File: config.mk
export PLATFORM = sky130hd
export DESIGN_NAME = spi_receiver_flat
export DESIGN_NICKNAME = d
export VERILOG_FILES = /design/src/rtl/config_pkg.sv /design/src/rtl/spi_receiver_if.sv /design/src/rtl/sync_edge.sv /design/src/rtl/spi_receiver.sv /design/src/flat_wrapper.sv
export SDC_FILE = /design/constraint.sdc
export NUM_CORES = 1
export LEC_CHECK = 0
export CORE_ASPECT_RATIO = 2
export CORE_UTILIZATION = 43
export DETAILED_ROUTE_END_ITERATION = 10
export GPL_TIMING_DRIVEN = 0
export PLACE_DENSITY = 0.7
export SYNTH_ARGS = -nofsm -noshare
export SYNTH_HDL_FRONTEND = slang
export SYNTH_SLANG_ARGS = --single-unit
File: constraint.sdc
create_clock -name clk_100 -period 2.1 [get_ports clk_100]
set_input_delay 0.315 -clock clk_100 [delete_from_list [all_inputs] [get_ports clk_100]]
set_output_delay 0.315 -clock clk_100 [all_outputs]
set_load 0.05 [all_outputs]
File: src/rtl/config_pkg.sv
// rtl/config_pkg.sv - shared link configuration: word width, SPI modes, sample-edge mapping
package config_pkg;

    localparam int P_DATA_WIDTH = 8;

    // Encoding is {CPOL, CPHA}, so the mode number matches the usual SPI numbering.
    typedef enum logic [1:0] {
        MODE0 = 2'b00,
        MODE1 = 2'b01,
        MODE2 = 2'b10,
        MODE3 = 2'b11
    } spi_mode_t;

    typedef enum logic {
        ST_IDLE  = 1'b0,
        ST_SHIFT = 1'b1
    } rx_state_t;

    function automatic spi_mode_t mode_of(input int cpol, input int cpha);
        return spi_mode_t'({cpol[0], cpha[0]});
    endfunction

    // Rising-edge sampling whenever CPOL and CPHA agree.
    function automatic logic sample_on_rising(input spi_mode_t mode);
        return (mode == MODE0) || (mode == MODE3);
    endfunction

endpackage

File: src/rtl/spi_receiver_if.sv
// rtl/spi_receiver_if.sv - received-word valid/ready port plus error pulses
interface spi_receiver_if #(
    parameter int P_DATA_WIDTH = config_pkg::P_DATA_WIDTH
);
    logic                    ready;
    logic                    valid;
    logic [P_DATA_WIDTH-1:0] data;
    logic                    frame_err;
    logic                    overrun;

    modport master (
        input  ready,
        output valid,
        output data,
        output frame_err,
        output overrun
    );

    modport slave (
        output ready,
        input  valid,
        input  data,
        input  frame_err,
        input  overrun
    );
endinterface

File: src/rtl/sync_edge.sv
// rtl/sync_edge.sv - N-stage pin synchronizer with registered rise/fall detection
module sync_edge #(
    parameter int   P_STAGES    = 2,
    parameter logic P_RESET_VAL = 1'b0
) (
    input  logic clk,
    input  logic rst,
    input  logic din,
    output logic level,
    output logic rise,
    output logic fall
);

    logic [P_STAGES-1:0] chain;
    logic                hist;

    // level is taken from the history flop so it lines up with the registered edge pulses.
    always_ff @(posedge clk or posedge rst) begin
        if (rst) begin
            chain <= {P_STAGES{P_RESET_VAL}};
            hist  <= P_RESET_VAL;
            rise  <= 1'b0;
            fall  <= 1'b0;
        end else begin
            chain <= {chain[P_STAGES-2:0], din};
            hist  <= chain[P_STAGES-1];
            rise  <= chain[P_STAGES-1] & ~hist;
            fall  <= ~chain[P_STAGES-1] & hist;
        end
    end

    assign level = hist;

endmodule

File: src/rtl/spi_receiver.sv
// rtl/spi_receiver.sv - oversampling SPI slave receiver, MSB-first words on a valid/ready port
module spi_receiver
    import config_pkg::*;
#(
    parameter int P_DATA_WIDTH  = config_pkg::P_DATA_WIDTH,
    parameter int P_CPOL        = 0,
    parameter int P_CPHA        = 0,
    parameter int P_SYNC_STAGES = 2
) (
    input  logic           clk_100,
    input  logic           a_rst,
    input  logic           SCK,
    input  logic           CS,
    input  logic           MOSI,
    spi_receiver_if.master rx
);

    localparam int        CW          = (P_DATA_WIDTH > 1) ? $clog2(P_DATA_WIDTH) : 1;
    localparam logic [CW-1:0] LAST    = CW'(P_DATA_WIDTH - 1);
    localparam spi_mode_t MODE        = mode_of(P_CPOL, P_CPHA);
    localparam logic      SAMPLE_RISE = sample_on_rising(MODE);

    logic sck_rise, sck_fall, sck_level_unused;
    logic cs_rise, cs_fall, cs_level_unused;
    logic mosi_s, mosi_rise_unused, mosi_fall_unused;

    sync_edge #(.P_STAGES(P_SYNC_STAGES), .P_RESET_VAL(P_CPOL[0])) u_sync_sck (
        .clk(clk_100), .rst(a_rst), .din(SCK),
        .level(sck_level_unused), .rise(sck_rise), .fall(sck_fall)
    );

    sync_edge #(.P_STAGES(P_SYNC_STAGES), .P_RESET_VAL(1'b1)) u_sync_cs (
        .clk(clk_100), .rst(a_rst), .din(CS),
        .level(cs_level_unused), .rise(cs_rise), .fall(cs_fall)
    );

    sync_edge #(.P_STAGES(P_SYNC_STAGES), .P_RESET_VAL(1'b0)) u_sync_mosi (
        .clk(clk_100), .rst(a_rst), .din(MOSI),
        .level(mosi_s), .rise(mosi_rise_unused), .fall(mosi_fall_unused)
    );

    rx_state_t               state, next_state;
    logic [P_DATA_WIDTH-1:0] shreg;
    logic [CW-1:0]           bitcnt;
    logic                    sample_edge;
    logic                    shift_en;
    logic                    word_done;
    logic                    abort;
    logic [P_DATA_WIDTH-1:0] word_next;

    logic                    valid_q;
    logic [P_DATA_WIDTH-1:0] data_q;
    logic                    frame_err_q;
    logic                    overrun_q;

    assign sample_edge = SAMPLE_RISE ? sck_rise : sck_fall;
    assign word_next   = {shreg[P_DATA_WIDTH-2:0], mosi_s};

    always_ff @(posedge clk_100 or posedge a_rst) begin
        if (a_rst) begin
            state <= ST_IDLE;
        end else begin
            state <= next_state;
        end
    end

    always_comb begin
        next_state = state;
        case (state)
            ST_IDLE:  if (cs_fall) next_state = ST_SHIFT;
            ST_SHIFT: if (cs_rise) next_state = ST_IDLE;
            default:  next_state = ST_IDLE;
        endcase
    end

    // A CS release wins over a coincident sample edge; the input timing keeps them apart anyway.
    always_comb begin
        shift_en  = 1'b0;
        word_done = 1'b0;
        abort     = 1'b0;
        if (state == ST_SHIFT) begin
            shift_en  = sample_edge && !cs_rise;
            word_done = sample_edge && !cs_rise && (bitcnt == LAST);
            abort     = cs_rise && (bitcnt != '0);
        end
    end

    always_ff @(posedge clk_100 or posedge a_rst) begin
        if (a_rst) begin
            shreg  <= '0;
            bitcnt <= '0;
        end else if (next_state == ST_IDLE) begin
            shreg  <= '0;
            bitcnt <= '0;
        end else if (shift_en) begin
            shreg  <= word_next;
            bitcnt <= word_done ? '0 : bitcnt + CW'(1);
        end
    end

    // A completion with a pending unaccepted word is dropped; the held word is never overwritten.
    always_ff @(posedge clk_100 or posedge a_rst) begin
        if (a_rst) begin
            valid_q     <= 1'b0;
            data_q      <= '0;
            frame_err_q <= 1'b0;
            overrun_q   <= 1'b0;
        end else begin
            frame_err_q <= abort;
            overrun_q   <= word_done && valid_q && !rx.ready;
            if (word_done) begin
                if (!valid_q || rx.ready) begin
                    data_q  <= word_next;
                    valid_q <= 1'b1;
                end
            end else if (valid_q && rx.ready) begin
                valid_q <= 1'b0;
            end
        end
    end

    assign rx.valid     = valid_q;
    assign rx.data      = data_q;
    assign rx.frame_err = frame_err_q;
    assign rx.overrun   = overrun_q;

endmodule

File: src/flat_wrapper.sv
// flat-port wrapper written by rule: the top's interface ports become plain ports
module spi_receiver_flat import config_pkg::*;
#(
    parameter int P_DATA_WIDTH  = config_pkg::P_DATA_WIDTH,
    parameter int P_CPOL        = 0,
    parameter int P_CPHA        = 0,
    parameter int P_SYNC_STAGES = 2
)
  (clk_100, a_rst, SCK, CS, MOSI, rx_ready, rx_valid, rx_data, rx_frame_err, rx_overrun);
  spi_receiver_if #(.P_DATA_WIDTH(P_DATA_WIDTH)) rx_i ();
  input  logic clk_100;
  input  logic a_rst;
  input  logic SCK;
  input  logic CS;
  input  logic MOSI;
  input wire logic [$bits(rx_i.ready)-1:0] rx_ready;
  output wire logic [$bits(rx_i.valid)-1:0] rx_valid;
  output wire logic [$bits(rx_i.data)-1:0] rx_data;
  output wire logic [$bits(rx_i.frame_err)-1:0] rx_frame_err;
  output wire logic [$bits(rx_i.overrun)-1:0] rx_overrun;
  assign rx_i.ready = rx_ready;
  assign rx_valid = rx_i.valid;
  assign rx_data = rx_i.data;
  assign rx_frame_err = rx_i.frame_err;
  assign rx_overrun = rx_i.overrun;
  spi_receiver #(.P_DATA_WIDTH(P_DATA_WIDTH), .P_CPOL(P_CPOL), .P_CPHA(P_CPHA), .P_SYNC_STAGES(P_SYNC_STAGES)) u_core (.clk_100(clk_100), .a_rst(a_rst), .SCK(SCK), .CS(CS), .MOSI(MOSI), .rx(rx_i));
endmodule
=== Word-level counts from Yosys, hierarchy flattened ===
Index checks and enable logic that the tools add are counted.

* Add/sub/neg operators: 1
* Equal/unequal tests: 3
* Mux-type cells: 14
* Bitwise logic cells: 7
* Reduce and logical (&&, ||, !) cells: 14

{| class="wikitable"
|+ Operators with widths
! cell !! count
|-
| $mux W7 || 2
|-
| $mux W3 || 3
|-
| $mux W1 || 8
|-
| $logic_and A1 B1 Y1 || 6
|-
| $ne A2 B2 Y1 const B || 2
|-
| $not A1 Y1 || 4
|-
| $reduce_and A2 Y1 || 2
|-
| $add A3 B1 Y3 const B || 1
|-
| $and A1 B1 Y1 || 3
|-
| $eq A3 B3 Y1 const B || 1
|-
| $logic_not A1 Y1 || 3
|-
| $reduce_bool A3 Y1 || 1
|-
| $pmux W1 S2 || 1
|-
| $reduce_bool A2 Y1 || 1
|-
| $logic_or A1 B1 Y1 || 1
|}

* Register bits: 34
* Bits of input ports: 6
* Output and inout bits: 11
* Word-level logic and storage cells: 55

=== Longest topological paths before layout ===
Gate-level depths: netlist of run 1.

* Depth after elaboration: 7
* Gate-level depth with buffers: 5
* Mapped depth without buffers: 5

=== Cells and area by module ===
A second synthesis of run 1 with hierarchy kept.

* Cell total of the unflattened synthesis: 104
* Area, all modules: 1350.0 um^2

{| class="wikitable"
|+ Modules (own cells, without submodules)
! module !! times used !! cells an instance !! area an instance (um^2) !! sequential area each (um^2)
|-
| spi_receiver || 1 || 80 || 914.6 || 550.5
|-
| sync_edge at u_core.u_sync_mosi ... || 2 || 8 || 143.9 || 125.1
|-
| sync_edge at u_core.u_sync_cs || 1 || 8 || 147.6 || 128.9
|}

=== Least setup slack after synthesis of run 1 ===
Ideal clock, no wire load.

* Path kind: register to register
* From: register u_core.valid_q (netlist: u_core.rx.valid)
* To: register u_core.data_q[0] (netlist: u_core.rx.data[0])
* Library setup time: 0.125 ns
* Arrival time: 1.304 ns
* Data required time: 1.975 ns
* Setup slack: 0.671 ns
* Cell stages (with the launch flop): 4
* Path buffers: 0
* Clock period less this slack: 1.429 ns
* Cells stage by stage: dfrtp_1 nand2b_1 nand3_4 mux2_2

* Longest elaborated chain between the ends: 3

{| class="wikitable"
|+ Ends and longest elaborated chain
! element !! RTL line !! RTL
|-
| from (decl) || spi_receiver.sv:51 || <nowiki>logic valid_q;</nowiki>
|-
| from (signal assigned) || spi_receiver.sv:104 || <nowiki>valid_q <= 1'b0;</nowiki>
|-
| from (signal assigned) || spi_receiver.sv:114 || <nowiki>valid_q <= 1'b1;</nowiki>
|-
| from (signal assigned) || spi_receiver.sv:117 || <nowiki>valid_q <= 1'b0;</nowiki>
|-
| $logic_not A1 Y1 || spi_receiver.sv:112 || <nowiki>if (!valid_q || rx.ready) begin</nowiki>
|-
| $logic_or A1 B1 Y1 || spi_receiver.sv:112 ||
|-
| $reduce_and A2 Y1 (no line) || n/a ||
|-
| to (signal assigned) || spi_receiver.sv:113 || <nowiki>data_q <= word_next;</nowiki>
|-
| to (decl) || spi_receiver.sv:52 || <nowiki>logic [P_DATA_WIDTH-1:0] data_q;</nowiki>
|}

No other way between the ends.
A chain may end at the register's enable or synchronous reset.

=== Worst setup path in the final report of run 1 ===
* From: register u_core.data_q[3] (netlist: u_core.rx.data[3])
* To: output port rx_data[3]

{| class="wikitable"
|+ RTL lines
! element !! RTL line !! RTL
|-
| to (decl) || flat_wrapper.sv:18 || <nowiki>output wire logic [$bits(rx_i.data)-1:0] rx_data;</nowiki>
|}

No word-level cell between the ends.

==> results of run 1 <==
-- metal layers --
metal / GRT usage / vias to the layer above
li1: - / 316
met1: 0.176 / 346
met2: 0.225 / 19
met3: 0.0429 / 6
met4: 0.0931 / 0
met5: 0 / -
-- where the power goes --
| group | switching (mW) | internal, mW | total (mW) |
|---|---|---|---|
| clock | 0.216 | 0.264 | 0.480 |
| sequential | 0.0114 | 0.677 | 0.688 |
| combinational | 0.0432 | 0.0335 | 0.0767 |
-- final cells by class --
| cell class | count | area (sq um) |
|---|---|---|
| plain buffers | 2 | 16.3 |
| clock inverters | 1 | 5.00 |
| clock buffers | 7 | 86.3 |
| inverters | 5 | 18.8 |
| flip-flops and latches | 34 | 855 |
| multi-input cells | 38 | 335 |
| fillers | 223 | 1200 |
| repair buffers | 17 | 188 |
| well taps | 29 | 36.3 |
-- stage by stage --
stage	hold WS, ns	total power, mW	area (sq um)	setup slack [ns]
floorplan	0.319	0.746	1220	0.671
global route	0.356	1.31	1540	0.296
global placement	0.335	0.767	1420	0.378
finish	0.351	1.25	1540	0.357
detailed placement	0.343	0.772	1420	0.293
CTS	0.355	1.26	1510	0.341
-- cell usage in the layout, fill, tap and decap left out, types with 2 or more instances in the layout --
cell type	n
dfrtp_1	31
clkdlybuf4s50_1	16
a22o_1	8
mux2_2	7
clkbuf_8	6
nand2_1	4
inv_1	4
nor2b_1	3
ha_1	3
dfstp_2	3
nand2b_1	2
nor2_1	2
a21oi_1	2
-- path summary, 6_finish.rpt --
kind | startpoint | to | cells after the start
setup / recovery | u_core.rx.data[3]$_DFFE_PP0P_ | rx_data[3] | 1
hold / removal | a_rst | u_core.u_sync_mosi.chain[1]$_DFF_PP0_ | 2
setup reg to reg | u_core.bitcnt[0]$_DFFE_PP0P_ | u_core.rx.data[7]$_DFFE_PP0P_ | 4
hold reg to reg | u_core.u_sync_sck.chain[0]$_DFF_PP0_ | u_core.u_sync_sck.chain[1]$_DFF_PP0_ | 0
max in group asynchronous | a_rst | u_core.rx.data[7]$_DFFE_PP0P_ | 3
min in group clk_100 | u_core.u_sync_sck.chain[0]$_DFF_PP0_ | u_core.u_sync_sck.chain[1]$_DFF_PP0_ | 0
-- sequential cells by signal, summed over array words and instances, names as in the netlist --
register                  count
u_core.u_sync_cs.fall         1
u_core.u_sync_sck.rise        1
u_core.u_sync_sck.level       1
u_core.u_sync_mosi.level      1
u_core.rx.overrun             1
u_core.rx.data                8
u_core.rx.valid               1
u_core.u_sync_mosi.chain      2
u_core.u_sync_cs.rise         1
u_core.state                  1
u_core.u_sync_cs.level        1
u_core.bitcnt                 3
u_core.rx.frame_err           1
u_core.u_sync_cs.chain        2
u_core.shreg                  7
u_core.u_sync_sck.chain       2
-- cells by family (layout without fill, tap and decap cells) --
family | count (synthesis) | count (layout)
and+or+nand+nor | 14 | 14
adders and majority gates | 3 | 3
muxes | 9 | 9
AOI/OAI and AO/OA | 12 | 12
buffers and inverters | 7 | 32
DFF | 34 | 34
==> key figures, run 1 <==
Synth
  – Synth area leader: dfrtp_1
  – Post-synth EDFFs: 0
  – Largest family of logic cells by synthesized area: compound AO/OA/AOI/OAI gates
  – Area share of xor/xnor cells in the synthesized design: 0
  – Post-synth ARST share: 1.00
  – Adder-cell share of the synthesized area: 0.0306
  – Primary FF master, synth: dfrtp_1
  – Synth Area in Compound Gates: 0.0868
  – Dominant cells by area after synthesis: dfrtp_1, dfstp_2, mux2_2
  – Mapped Cells: 79
  – Top-count cell post-synth: dfrtp_1
  – Avg Inst Size Synth: 15.5 sq um
  – Post-synthesis cell type count: 20
  – YS warnings: 0
  – Register bit total from synthesis: 34
  – Area of the mapped netlist: 0.00122 sq mm
  – Multiplexer share of the synthesized area: 0.0848
  – Synth top area share: 0.633
  – Syn nets: 88
  – Sequential fraction of the synthesis area: 0.698
  – Most instantiated cells after synthesis: dfrtp_1, a22o_1, mux2_2, inv_1, nand2_1
  – Simple-Gate Fraction of Synth Area: 0.0715

STA
  – Slew @ Worst Pin: 0.656 ns
  – Slew Viols, Final: 0
  – Fmax: 574 MHz
  – Worst clock skew: 0.00692 ns
  – Relative slew margins: 0.560
  – RSZ-0062 raised after global routing: false
  – Period utilization: 0.830
  – Final setup TNS: 0 ns
  – Period minus WS final: 1.74 ns
  – Fin. Hold Viols: 0
  – Final setup viols: 0

Global routing
  – Number of global-route vias before repair: 727
  – Tot GR Track Use: 0.149
  – Pin count of the biggest net entering global routing: 35
  – GRT Residual Overflow: 0
  – First-pass GRT wire length: 3110 um
  – Initial antenna violation count: 0

Route
  – DRC viols: 0
  – DRT antenna net count: 0
  – Metal1 wirelength: 681 um
  – Met3 routed WL: 74 um
  – Met2 Wirelength: 979 um
  – Wire length per cell: 13.5 um
  – Vias per Instance: 5.17
  – Vias: 687
  – Total Routed Length: 1790 um
  – Iteration-0 DRC Markers: 9
  – 1st-pass router iterations: 4
  – DR top layer: met4

Placement
  – Total placed cells including tap cells: 124
  – DP Wirelength: 1190 um
  – Port buffer count: 16
  – GP Congestion: 0.680

Final layout
  – Final core occ: 0.563
  – Final non-filler cell total: 133
  – N_diodes: 0
  – Ratio of cells with drive above 1 in the final layout: 0.221
  – Syn-to-layout area delta: 25.7%
  – Nets: 112

Worst setup path
  – CP delay by family, top: buffers and inverters
  – Worst path cell trace: clkdlybuf4s50_1
  – WS Path Type: register to output pin
  – Reg2Reg Setup Slack: 0.60 ns
  – WP data arrival: 1.43 ns
  – CP max-delay cell: clkdlybuf4s50_1
  – Critical Path Start Type: register
  – Endpoint type of the worst setup path: output pin
  – Worst Path Buf+Inv: 1
  – Critical Path Max Stage Delay: 0.81 ns
  – CP required: 1.78 ns
  – Crit Path Max Fanout: 2

CTS
  – H-tree depth: 2
  – Post-CTS Setup Inserts: 0
  – Worst skew pair latency: 0.28 ns
  – CTS tree: built
  – Hold Buf Count CTS: 0
  – Reg clk slew, reported paths: 0.07 ns
  – Inserted Clock Buffers: 5
  – Clock sinks: 34
  – Largest buffer count on any clock path: 2
  – Resized cells post-CTS: 0
  – Root buf cell: clkbuf_8

Job
  – Max-cap viol count: 0

Power
  – Leak: 0.726 nW
  – Pwr Density: 808 mW/mm^2
  – VDD IR max: 0.000614 V

Min path
  – Hold Crit Class: primary input to asynchronous set/reset pin

Floorplanning
  – FP Rows: 27
  – Initial Util: 0.448
  – Core Box Area: 0.00274 sq mm
  – Die footprint: 0.00308 sq mm
  – Die span in y: 77.5 um
  – Boundary Pins: 17
  – Die W: 39.7 um

Outcome
  – Status: complete, no violations
Note: power is estimated with default switching activity, not from simulation.
==> run 2: changes to the inputs <==
Settings changed: PLACE_DENSITY 0.7 to 0.73.
Clock period 2.1 ns to 1.6 ns, I/O delays scaled along.
==> key figures, run 2 (synthesis results as in run 1) <==
Outcome
  – Status: complete, no violations

Floorplanning
  – Core Box Area: 0.00274 sq mm (unchanged)
  – Initial Util: 0.448 (unchanged)
  – FP Rows: 27 (unchanged)
  – Boundary Pins: 17 (unchanged)
  – Die span in y: 77.5 um (unchanged)
  – Die footprint: 0.00308 sq mm (unchanged)
  – Die W: 39.7 um (unchanged)

Worst setup path
  – Reg2Reg Launch Point: u_core.bitcnt[0]$_DFFE_PP0P_
  – R2R depth: 4 (unchanged)
  – WS Path Type: register to register
  – Number of cells on the critical path: 4 (+3)
  – CP delay by family, top: adder cells
  – CP max-delay cell: dfrtp_1
  – WP data arrival: 1.66 ns (+0.23 ns)
  – Worst path cell trace: ha_1 -> ha_1 -> nand3_4 -> mux2_2
  – Critical Path Max Stage Delay: 0.41 ns (-0.40 ns)
  – Critical R2R Capture: u_core.rx.data[3]$_DFFE_PP0P_
  – Worst Path Buf+Inv: 0 (-1)
  – Endpoint type of the worst setup path: register
  – Reg2Reg Setup Slack: 0.11 ns (-0.49 ns)
  – CP required: 1.77 ns (about the same)
  – Crit Path Max Fanout: 8 (+6)
  – Critical Path Start Type: register
  – CP dominant cell by count: ha_1

STA
  – Fin. Hold Viols: 0 (unchanged)
  – Slew Viols, Final: 0 (unchanged)
  – Period minus WS final: 1.49 ns
  – RSZ-0062 raised after global routing: false
  – Slew @ Worst Pin: 0.496 ns (-0.160 ns)
  – Worst clock skew: 0.00697 ns (+0.0000424 ns)
  – Final setup viols: 0 (unchanged)
  – Period utilization: 0.933
  – Relative slew margins: 0.671 (+0.111)
  – Fmax: 670 MHz
  – Final worst slack: 0.107 ns (-0.251 ns)

CTS
  – Hold Buf Count CTS: 0 (unchanged)
  – Largest buffer count on any clock path: 2 (unchanged)
  – Reg clk slew, reported paths: 0.07 ns (about the same)
  – Clock sinks: 34 (unchanged)
  – CTS tree: built
  – Post-CTS Setup Inserts: 0 (unchanged)
  – Root buf cell: clkbuf_8
  – Inserted Clock Buffers: 5 (unchanged)
  – Worst skew pair latency: 0.28 ns (about the same)
  – H-tree depth: 2 (unchanged)
  – Resized cells post-CTS: 11 (+11)

Route
  – DRC viols: 0 (unchanged)
  – Wire length per cell: 13.8 um (+2.1%)
  – Vias per Instance: 5.14 (-0.58%)
  – Iteration-0 DRC Markers: 11 (+2)
  – 1st-pass router iterations: 3 (-1)
  – Total Routed Length: 1830 um (+2.1%)
  – Vias: 683 (-0.58%)
  – DRT antenna net count: 0 (unchanged)

Global routing
  – First-pass GRT wire length: 3040 um (-2.4%)
  – Number of global-route vias before repair: 706 (-2.9%)
  – Tot GR Track Use: 0.151 (+0.00201)
  – GRT Residual Overflow: 0 (unchanged)
  – Initial antenna violation count: 0 (unchanged)
  – Pin count of the biggest net entering global routing: 35 (unchanged)

Final layout
  – Nets: 112 (unchanged)
  – N_diodes: 0 (unchanged)
  – Post-route cell area: 0.00153 sq mm (-0.89%)
  – Largest register FFs: 8 (unchanged)
  – Commonest non-fill, non-tap cells in the layout: dfrtp_1, dlygate4sd2_1, a22o_1
  – Fillcell total: 224 (+0.45%)
  – Syn-to-layout area delta: 24.6%
  – Most common cell after layout, fill and taps aside: dfrtp_1
  – Ratio of cells with drive above 1 in the final layout: 0.221 (unchanged)

Power
  – Pwr Density: 1070 mW/mm^2 (+32%)
  – Leak: 0.780 nW (+7.4%)
  – Post-route total power: 1.63 mW (+31%)
  – VDD IR max: 0.000705 V (+15%)

Placement
  – Port buffer count: 16 (unchanged)
  – GP Congestion: 0.702 (+3.3%)
  – DP Wirelength: 1200 um (+1.5%)
  – DP Area: 0.00142 sq mm (unchanged)
  – Pre-CTS WS: -0.109 ns (-0.402 ns)

Job
  – Max-cap viol count: 0 (unchanged)

Min path
  – Hold Crit Class: primary input to asynchronous set/reset pin
[run 2: cell types whose count changed in the layout (fill, tap and decap cells not counted)]
cell | before | now
clkdlybuf4s50_1 | 16 | 5
dlygate4sd2_1 | 0 | 11
[run 2: routing by layer]
layer	part of all wire	GRT usage	vias up
li1	-	-	314
met1	0.38	0.167	344
met2	0.55	0.228	19
met3	0.045	0.0600	6
met4	0.028	0.0931	0
met5	0	0	-
[run 2: final cells by class]
cell class	count	area (sq um)	share of cell area
Buffer	2	16.3	0.0107
Clock buffer	7	86.3	0.0566
Clock inverter	1	5.00	0.00328
Inverter	5	18.8	0.0123
Multi-Input combinational cell	38	335	0.220
Sequential cell	34	855	0.560
Tap cell	29	36.3	0.0238
Timing Repair Buffer	17	174	0.114
[run 2: power breakdown]
part	total, mW	internal, mW	switching [mW]
clock	0.629	0.346	0.283
combinational	0.100	0.0439	0.0564
sequential	0.903	0.888	0.0145
total	1.63	1.28	0.354
[run 2: worst max path at each step]
| stage | to | from |
|---|---|---|
| after floorplan | u_core.rx.data[0]$_DFFE_PP0P_ | u_core.rx.valid$_DFFE_PP0P_ |
| after global placement | u_core.rx.data[7]$_DFFE_PP0P_ | a_rst |
| after detailed placement | u_core.rx.data[7]$_DFFE_PP0P_ | a_rst |
| after CTS | u_core.rx.data[3]$_DFFE_PP0P_ | u_core.bitcnt[0]$_DFFE_PP0P_ |
| after global routing | u_core.rx.data[5]$_DFFE_PP0P_ | u_core.bitcnt[0]$_DFFE_PP0P_ |
| final | u_core.rx.data[3]$_DFFE_PP0P_ | u_core.bitcnt[0]$_DFFE_PP0P_ |
[run 2: metrics by stage]
stage / util / TNS, ns / hold slack [ns] / std cells
after floorplan: - / 0 / 0.244 / 79
after global placement: 0.519 / -0.907 / 0.336 / 124
after detailed placement: 0.519 / -3.34 / 0.339 / 124
after CTS: 0.548 / 0 / 0.345 / 132
after global routing: 0.558 / 0 / 0.264 / 133
final: 0.558 / 0 / 0.241 / 133
==> run 3: changes to the inputs <==
Settings changed: CORE_MARGIN from default to 2, SKIP_LAST_GASP from default to 1.
==> key figures, run 3 (synthesis results as in run 1) <==
Outcome
  – Status: complete, no violations

Power
  – Gate power share: 0.061 (about the same)
  – Sw power: 365 uW (+3.4%)
  – VDD IR max: 0.000753 V (+6.8%)
  – Part of the power in registers: 0.549 (-0.004)
  – Pwr Density: 1080 mW/mm^2 (+0.73%)
  – Clk pwr share: 0.391 (+0.005)
  – Sw Share: 0.222 (+0.00567)
  – Internal: 1.28 mW (about the same)
  – Leak: 0.780 nW (unchanged)

Worst setup path
  – Crit Path Max Fanout: 8 (unchanged)
  – WS Path Type: register to register
  – Critical Path Start Type: register
  – Endpoint type of the worst setup path: register
  – CP max-delay cell: dfrtp_1
  – CP dominant cell by count: ha_1
  – CP required: 1.77 ns (about the same)
  – WP data arrival: 1.65 ns (about the same)
  – Reg2Reg Setup Slack: 0.12 ns (about the same)
  – Critical Path Max Stage Delay: 0.42 ns (about the same)
  – Worst path cell trace: ha_1 -> ha_1 -> nand3_4 -> mux2_2

STA
  – Relative slew margins: 0.675 (+0.00464)
  – Period minus WS final: 1.48 ns (-0.00940 ns)
  – Slew Viols, Final: 0 (unchanged)
  – Final setup TNS: 0 ns (unchanged)
  – RSZ-0062 raised after global routing: false
  – Final setup viols: 0 (unchanged)
  – Worst clock skew: 0.00530 ns (-0.00166 ns)
  – Slew @ Worst Pin: 0.489 ns (-0.00699 ns)
  – Period utilization: 0.928 (-0.00587)
  – Fin. Hold Viols: 0 (unchanged)
  – Fmax: 674 MHz (+0.63%)

Route
  – Vias: 676 (-1.0%)
  – 1st-pass router iterations: 4 (+1)
  – DRT antenna net count: 0 (unchanged)
  – Iteration-0 DRC Markers: 15 (+4)
  – Wire length per cell: 13.6 um (-1.4%)
  – DRC viols: 0 (unchanged)
  – Total Routed Length: 1810 um (-1.4%)
  – Vias per Instance: 5.08 (-1.0%)

Final layout
  – Largest register FFs: 8 (unchanged)
  – Nets: 112 (unchanged)
  – Ratio of cells with drive above 1 in the final layout: 0.221 (unchanged)
  – Syn-to-layout area delta: 24.6% (unchanged)
  – N_diodes: 0 (unchanged)
  – Most common cell after layout, fill and taps aside: dfrtp_1
  – Commonest non-fill, non-tap cells in the layout: dfrtp_1, dlygate4sd2_1, a22o_1
  – Post-route cell area: 0.00153 sq mm (unchanged)

Job
  – Max-cap viol count: 0 (unchanged)

Placement
  – DP Area: 0.00142 sq mm (unchanged)
  – Port buffer count: 16 (unchanged)
  – GP Congestion: 0.699 (-0.47%)
  – DP Wirelength: 1250 um (+3.5%)

Floorplanning
  – Die footprint: 0.00332 sq mm (+7.7%)
  – Core Box Area: 0.00274 sq mm (unchanged)
  – Boundary Pins: 17 (unchanged)
  – Die span in y: 79.5 um (+2.6%)
  – Initial Util: 0.448 (unchanged)
  – Die W: 41.7 um (+5.0%)
  – FP Rows: 27 (unchanged)

CTS
  – CTS tree: built
  – Clock sinks: 34 (unchanged)
  – Root buf cell: clkbuf_8
  – Largest buffer count on any clock path: 2 (unchanged)
  – H-tree depth: 2 (unchanged)
  – Hold Buf Count CTS: 0 (unchanged)
  – Resized cells post-CTS: 11 (unchanged)
  – Worst skew pair latency: 0.28 ns (about the same)
  – Inserted Clock Buffers: 5 (unchanged)
  – Post-CTS Setup Inserts: 0 (unchanged)
  – Reg clk slew, reported paths: 0.07 ns (about the same)

Global routing
  – Number of global-route vias before repair: 688 (-2.5%)
  – GRT Residual Overflow: 0 (unchanged)
  – Tot GR Track Use: 0.134 (-0.0168)
  – Pin count of the biggest net entering global routing: 35 (unchanged)
  – First-pass GRT wire length: 3210 um (+5.7%)
  – Initial antenna violation count: 0 (unchanged)

Min path
  – Hold Crit Class: primary input to asynchronous set/reset pin
==> run 3: worst max-delay path, delay by kind of cell (launching register included) <==
kind	cells	cell delay [ns]
fa+ha+maj	2	0.45
flops	1	0.42
mux	1	0.35
simple gates	1	0.15
==> run 3: final cells by class <==
class	count	area [sq um]
sequential	34	855
clock buffer	7	86.3
clock inverter	1	5.00
fill	224	1210
tap	29	36.3
buffer	2	16.3
multi-input combinational	38	335
inverter	5	18.8
timing repair buffer	17	174
==> run 3: metrics by stage <==
step	total power [mW]	hold WS, ns	util	cells	worst slack [ns]
2_1_floorplan	0.980	0.244	-	79	0.171
3_3_place_gp	1.01	0.336	0.519	124	-0.0344
3_5_place_dp	1.01	0.348	0.519	124	-0.109
4_1_cts	1.66	0.355	0.548	132	0.0991
5_1_grt	1.72	0.197	0.558	133	0.0228
6_report	1.64	0.185	0.558	133	0.116
==> run 3: final timing paths <==
kind                                                        from                                     to  cells after the start
max                                 u_core.bitcnt[0]$_DFFE_PP0P_          u_core.rx.data[3]$_DFFE_PP0P_                      4
min                                                        a_rst  u_core.u_sync_mosi.chain[1]$_DFF_PP0_                      2
max reg2reg                         u_core.bitcnt[0]$_DFFE_PP0P_          u_core.rx.data[3]$_DFFE_PP0P_                      4
min reg2reg                u_core.u_sync_mosi.chain[0]$_DFF_PP0_  u_core.u_sync_mosi.chain[1]$_DFF_PP0_                      0
max in group asynchronous                                  a_rst          u_core.rx.data[5]$_DFFE_PP0P_                      3
min in group clk_100       u_core.u_sync_mosi.chain[0]$_DFF_PP0_  u_core.u_sync_mosi.chain[1]$_DFF_PP0_                      0
==> run 3: per-layer routing <==
metal,global-route usage,up-vias,part of all wire
li1,-,315,-
met1,0.149,338,0.38
met2,0.211,17,0.54
met3,0.0430,6,0.046
met4,0.0968,0,0.037
met5,0,-,0
==> run 3: power by group through the flow <==
| stage | clock network (mW) | logic [mW] | registers, mW |
|---|---|---|---|
| floorplan | 0 | 0.0652 | 0.914 |
| global placement | 0 | 0.0909 | 0.916 |
| detailed placement | 0 | 0.0938 | 0.918 |
| CTS | 0.662 | 0.0937 | 0.902 |
| global route | 0.705 | 0.111 | 0.905 |
| finish | 0.642 | 0.0995 | 0.902 |
